File: config.mk
export PLATFORM = sky130hd
export DESIGN_NAME = ram_dma
export DESIGN_NICKNAME = d
export VERILOG_FILES = /design/src/rtl/ram_dma.sv
export SDC_FILE = /design/constraint.sdc
export NUM_CORES = 1
export LEC_CHECK = 0
export CORE_UTILIZATION = 40
export CTS_CLUSTER_SIZE = 40
export DETAILED_ROUTE_END_ITERATION = 8
export HOLD_SLACK_MARGIN = 0.15
export MAX_ROUTING_LAYER = met4
export PLACE_DENSITY = 0.83
export SLEW_MARGIN = 0
export SYNTH_ARGS = -nofsm -noshare
export SYNTH_HDL_FRONTEND = slang
export SYNTH_SLANG_ARGS = --single-unit
File: constraint.sdc
create_clock -name clk -period 3.6 [get_ports clk]
set_input_delay 0.72 -clock clk [delete_from_list [all_inputs] [get_ports clk]]
set_output_delay 0.72 -clock clk [all_outputs]
set_load 0.02 [all_outputs]
File: src/rtl/ram_dma.sv
// Sequential DMA initiator for the data RAM: streams a block out of the RAM (READ) or into it (WRITE).
// Optional RAM_DMA_STALL_CNT_EN adds stall_cnt_o, a saturating count of stream-stalled cycles.
module ram_dma #(
    parameter int LEN_W = 13
) (
    input  logic             clk,
    input  logic             rstn,
    input  logic             start_i,
    input  logic             dir_i,
    input  logic [31:0]      base_addr_i,
    input  logic [LEN_W-1:0] len_i,
    output logic             busy_o,
    output logic             done_o,
    output logic             ram_req_o,
    output logic [31:0]      ram_addr_o,
    output logic             ram_we_o,
    output logic [31:0]      ram_wdata_o,
    input  logic [31:0]      rd_ram_i,
`ifdef RAM_DMA_STALL_CNT_EN
    output logic [15:0]      stall_cnt_o,
`endif
    output logic             m_valid_o,
    output logic [31:0]      m_data_o,
    input  logic             m_ready_i,
    input  logic             s_valid_i,
    input  logic [31:0]      s_data_i,
    output logic             s_ready_o
);

    // state    | meaning
    // ST_IDLE  | waiting for start_i
    // ST_READ  | RAM -> m stream, one load per free output slot
    // ST_WRITE | s stream -> RAM, one write per s_valid_i
    // ST_FLUSH | all words read, waiting for the last one to be taken
    // ST_DONE  | one-cycle done_o pulse
    typedef enum logic [2:0] {
        ST_IDLE,
        ST_READ,
        ST_WRITE,
        ST_FLUSH,
        ST_DONE
    } state_t;

    state_t           state;
    logic [31:0]      addr;
    logic [LEN_W-1:0] rem;
    logic             load;
    logic             wr_beat;

    assign load    = (state == ST_READ) && (!m_valid_o || m_ready_i) && (rem != '0);
    assign wr_beat = (state == ST_WRITE) && s_valid_i;

    assign ram_req_o   = load || wr_beat;
    assign ram_we_o    = wr_beat;
    assign ram_addr_o  = addr;
    assign ram_wdata_o = wr_beat ? s_data_i : 32'd0;
    assign s_ready_o   = (state == ST_WRITE);
    assign busy_o      = (state == ST_READ) || (state == ST_WRITE) || (state == ST_FLUSH);
    assign done_o      = (state == ST_DONE);

    always_ff @(posedge clk or negedge rstn) begin
        if (!rstn) begin
            state     <= ST_IDLE;
            addr      <= 32'd0;
            rem       <= '0;
            m_valid_o <= 1'b0;
            m_data_o  <= 32'd0;
        end else begin
            case (state)
                ST_IDLE: begin
                    if (start_i) begin
                        addr <= {base_addr_i[31:2], 2'b00};
                        rem  <= len_i;
                        if (len_i == '0)
                            state <= ST_DONE;
                        else
                            state <= dir_i ? ST_WRITE : ST_READ;
                    end
                end
                ST_READ: begin
                    // a handshake here always coincides with a load, so the slot is refilled
                    if (load) begin
                        m_data_o  <= rd_ram_i;
                        m_valid_o <= 1'b1;
                        addr      <= addr + 32'd4;
                        rem       <= rem - LEN_W'(1);
                        if (rem == LEN_W'(1))
                            state <= ST_FLUSH;
                    end
                end
                ST_FLUSH: begin
                    if (m_valid_o && m_ready_i) begin
                        m_valid_o <= 1'b0;
                        state     <= ST_DONE;
                    end
                end
                ST_WRITE: begin
                    if (s_valid_i) begin
                        addr <= addr + 32'd4;
                        rem  <= rem - LEN_W'(1);
                        if (rem == LEN_W'(1))
                            state <= ST_DONE;
                    end
                end
                ST_DONE: state <= ST_IDLE;
                default: state <= ST_IDLE;
            endcase
        end
    end

`ifdef RAM_DMA_STALL_CNT_EN
    logic stall;
    assign stall = (((state == ST_READ) || (state == ST_FLUSH)) && m_valid_o && !m_ready_i)
                || ((state == ST_WRITE) && !s_valid_i);

    always_ff @(posedge clk or negedge rstn) begin
        if (!rstn)
            stall_cnt_o <= 16'd0;
        else if ((state == ST_IDLE) && start_i)
            stall_cnt_o <= 16'd0;
        else if (stall && (stall_cnt_o != 16'hFFFF))
            stall_cnt_o <= stall_cnt_o + 16'd1;
    end
`endif

endmodule

# --- Yosys cells after proc, flatten, opt, wreduce, memory -nomap -nowiden ---
# Index checks and enable logic that the tools add are counted.
# W data, S select, Z words.
classes:
  n_mux: 21
  eq_ne: 11
  n_addsub: 2
  n_reduce_logical: 18
op_table:
  columns: ["operator", "n"]
  rows:
  - ["$mux W32", 4]
  - ["$pmux W32 S3", 1]
  - ["$mux W13", 3]
  - ["$pmux W13 S3", 1]
  - ["$add A32 B3 Y32 const B", 1]
  - ["$mux W3", 7]
  - ["$eq A13 B1 Y1 const B", 1]
  - ["$logic_not A13 Y1", 1]
  - ["$reduce_bool A13 Y1", 1]
  - ["$sub A13 B1 Y13 const B", 1]
  - ["$pmux W3 S4", 1]
  - ["$eq A3 B2 Y1 const B", 2]
  - ["$ne A2 B1 Y1 const B", 3]
  - ["$ne A2 B2 Y1 const B", 3]
  - ["$reduce_and A6 Y1", 1]
  - ["$logic_and A1 B1 Y1", 4]
  - ["$logic_or A1 B1 Y1", 4]
  - ["$reduce_and A4 Y1", 1]
  - ["$eq A3 B1 Y1 const B", 1]
  - ["$eq A3 B3 Y1 const B", 1]
  - ["$logic_not A3 Y1", 1]
  - ["$reduce_and A3 Y1", 1]
  - ["$reduce_bool A3 Y1", 1]
  - ["$mux W1", 2]
  - ["other kinds (5)", 5]
word_totals:
  register_bits: 81
  elab_cells: 57

# --- Logic depth before layout (Yosys ltp) ---
logic_depth:
  word_depth: 6
  ltp_mapped: 9
  mapped_depth_nobuf: 7

# --- Worst setup path before layout ---
# Ideal clock, no wire load.
synth_path:
  path_kind: "input to output"
  from: "in s_valid_i"
  to: "out ram_wdata_o[22]"
  required_ps: 2880
  cell_stages: 4
  path_slack_ps: 1105
  arrival_time_ps: 1775
  cell_sequence: "nand2_1 nor3_1 clkbuf_1 and2_1"
synth_via:
  elab_chain_len: 2
synth_lines:
  columns: ["element", "line", "rtl"]
  rows:
  - ["from (decl)", "25", "input logic s_valid_i,"]
  - ["$logic_and A1 B1 Y1", "51", "assign wr_beat = (state == ST_WRITE) && s_valid_i;"]
  - ["via ram_we_o", "16", "output logic ram_we_o,"]
  - ["$mux W32", "56", "assign ram_wdata_o = wr_beat ? s_data_i : 32'd0;"]
  - ["to (decl)", "17", "output logic [31:0] ram_wdata_o,"]
# The timed path passes the listed nets, and every way through them passes these cells.

# --- Worst setup path in the final report ---
layout_path:
  from: "reg rem[4]"
  to: "out ram_req_o"
layout_via:
  elab_chain_len: 3
layout_lines:
  columns: ["element", "line", "rtl"]
  rows:
  - ["from (decl)", "46", "logic [LEN_W-1:0] rem;"]
  - ["from (signal assigned)", "73", "rem <= len_i;"]
  - ["from (signal assigned)", "86", "rem <= rem - LEN_W'(1);"]
  - ["from (signal assigned)", "100", "rem <= rem - LEN_W'(1);"]
  - ["$reduce_bool A13 Y1", "50", "assign load = (state == ST_READ) && (!m_valid_o || m_ready_i) && (rem != '0);"]
  - ["$logic_and A1 B1 Y1", "50", null]
  - ["$logic_or A1 B1 Y1", "53", "assign ram_req_o = load || wr_beat;"]
  - ["to (decl)", "14", "output logic ram_req_o,"]
# Every way passes these cells.

==> metrics.yaml <==
run_status:
  status: "finished, final reports clean"
synth:
  yosysTopAreaCell: "dfrtp_1"
  synth_ff_type: "dfrtp_1"
  yosysWarnings: 0
  synthCells: 486
  synth_cell_types: 55
  synth_edf_count: 0
  syn-cell-area_mm2: 0.00461
  synth_area_leaders: "dfrtp_1, mux2_2, and2_1, o21ai_0, a21oi_1"
  syn_avg_cell_area_um2: 9.49
  ys_seq_elements: 79
  yosysTopAreaCellShare: 0.429
  yosysSeqAreaShare: 0.429
  async_flop_share: 1.00
setup_path:
  r2r_slack_ps: 1220
  cp_cell_sequence: "nor4_4 -> nand4_2 -> nand3_1 -> nor3_4 -> or2_2 -> clkdlybuf4s50_1"
  end_kind: "output pin"
  r2r-end: "rem[3]"
  cp.arrival_ps: 2560
  critPathMaxStageDelay_ps: 550
  critical_path.startpoint_type: "flop"
  timing.rr.start: "state[1]"
  crit_fanout: 6
  rr_worst_depth: 5
  crit_required_ps: 2880
  crit_type: "reg -> out"
  crit_slowest_cell: "clkdlybuf4s50_1"
timing:
  hold_viol: 0
  layout_min_cycle_time_ps: 3280
  finClkSkew_ps: 7.05
  tightest_slew_ps: 1020
  drv_slew: 0
  finalCritPeriodShare: 0.911
  rsz0062_at_grt: "false"
  finalSetupViolCount: 0
  fin_tns_setup_ps: 0
  relSlewSlack: 0.320
  max_freq_mhz: 305
routing:
  postRouteAntennaNets: 0
  via_per_inst: 5.63
  vias: 4630
  drt-wirelength-per-cell_um: 17.1
  first_iter_violations: 321
  drc: 0
  drt_pass1_iterations: 5
  routed_wl_mm: 14.1
hold_path:
  hold_path_end: "m_data_o[7]"
  min-delay-start: "m_data_o[7]"
  hold_class: "reg -> reg"
  worstHoldPathCells: 1
die:
  std_cell_rows: 38
  core_mm2: 0.0110
  dieArea_mm2: 0.0120
  start_util: 0.418
  io_pins: 217
  die_h_um: 109
  fp.dieW_um: 109
pwr:
  switchingPower_mw: 3.11
  ir_drop_v: 0.000616
  power_leakage_nw: 2.77
  pwr-share-clk: 0.144
  p_per_area_mw_per_mm2: 978
  p_total_mw: 6.93
  intPower_mw: 3.82
  swShare: 0.448
  share_comb_of_total_power: 0.591
  seq_power_share: 0.265
grt:
  grtUsageMet3: 0.0694
  top_usage_layer: "met2"
  grt_start_max_net_pins: 80
  grt_pass1_vias: 4510
  grt_overflow_total: 0
  use_met2: 0.407
  grt_pass1_wl_mm: 21.5
  met1_usage: 0.273
  grt_use_total: 0.239
  antenna_found_initial: 0
layout:
  diodes: 0
  drive_above_1_share: 0.113
  final_common_cell: "clkdlybuf4s50_1"
  nNetsFinal: 798
  areaGrowthSynthToFinish_pct: 53.6
  mostFrequentLayoutCells: "clkdlybuf4s50_1, dfrtp_1, nand2_1"
clocking:
  post_cts_buffers: 0
  cts-root-buf: "clkbuf_16"
  clkSinkCount: 79
  htreeDepth: 3
  clock_latency_ps: 340
  cts_resized: 0
  postCtsHoldBufs: 0
  cts_inserted_buffers: 9
  clk_transition_reported_paths_ps: 60
  max-clock-path-buffers: 2
  tritoncts: "done"
place:
  hpwl_mm: 10.2
  gp_congestion: 0.882
  portBuffers: 212
run:
  maxCapViolations: 0
## worst max path at each step
stage,startpoint,endpoint,slack (ps),cells past startpoint
after global placement,s_valid_i,ram_req_o,430,6
final,rem[4],ram_req_o,320,6
after CTS,rem[4],ram_req_o,320,6
after floorplan,s_valid_i,ram_wdata_o[22],1100,4
after detailed placement,s_valid_i,ram_wdata_o[7],400,6
after global routing,rem[4],ram_req_o,220,6
## per-stage QoR
step / instances / worst slack, ps / area (um^2) / hold slack [ps] / utilization
final: 823 / 321 / 7090 / 506 / 0.642
after global routing: 823 / 220 / 7090 / 517 / 0.642
after CTS: 823 / 322 / 7090 / 509 / 0.642
after detailed placement: 808 / 400 / 6770 / 495 / 0.613
after global placement: 808 / 431 / 6770 / 487 / 0.613
after floorplan: 487 / 1100 / 4620 / 424 / -
## cell families (layout without fill, tap and decap cells)
| group | count (synthesis) | count (layout) | share of synthesized area |
|---|---|---|---|
| simple gates | 188 | 188 | 0.224 |
| compound gates | 137 | 137 | 0.198 |
| flops | 79 | 79 | 0.429 |
| buf+inv | 41 | 237 | 0.0507 |
| mux | 35 | 35 | 0.0849 |
| fa+ha+maj | 4 | 4 | 0.0108 |
| other cells | 1 | 2 | 0.000813 |
| xor+xnor | 1 | 1 | 0.00190 |
## final cells by class
class,instances,area [um^2]
fill,873,3950
multi-input combinational,367,2420
timing repair buffer,217,2170
sequential,79,1980
clock buffer,9,225
tap,140,175
clock inverter,6,95.1
inverter,5,18.8
## registers in the layout, summed over array words and instances (netlist names)
| register | flops |
|---|---|
| rem | 13 |
| m_valid_o | 1 |
| ram_addr_o | 30 |
| state | 3 |
| m_data_o | 32 |
## routing by layer
metal	wire [um]	part of all wire
met2	6960	0.49
met5	0	0
met1	5680	0.40
met4	262	0.019
met3	1170	0.083
## synthesized netlist by cell type, drive strengths merged (2+ instances only)
master and count:
inv 5, o2bb2a 5, a22o 2, a311oi 5, and3 6, o22ai 10
o22a 6, nor4 9, o21a 2, a22oi 8, a2bb2oi 5, mux2i 2
buf 24, ha 4, dfrtp 79, mux2 33, o21ai 35, a32oi 3
and2 37, a211oi 3, or2 2, nand2b 3, clkbuf 12, nor2b 3
and4 5, o211ai 2, a21o 2, nand4 14, a21oi 33, nand2 39
nor3 12, o2bb2ai 3, nor2 38, a31oi 7, nand3 16
## power by group through the flow
stage	Sequential (mW)	Clock [mW]	Combinational [mW]
finish	1.84	0.995	4.10
global route	1.90	1.05	4.45
CTS	1.83	1.01	4.11
detailed placement	1.84	0	4.09
global placement	1.81	0	3.96
floorplan	2.14	0	2.34
## critical path, delay by kind of cell, from the launching register on
kind / cells / cell delay, ps
buffers and inverters: 1 / 550
AND/OR/NAND/NOR: 5 / 1230
flip-flops: 1 / 440
Note: power is estimated with default switching activity, not from simulation.
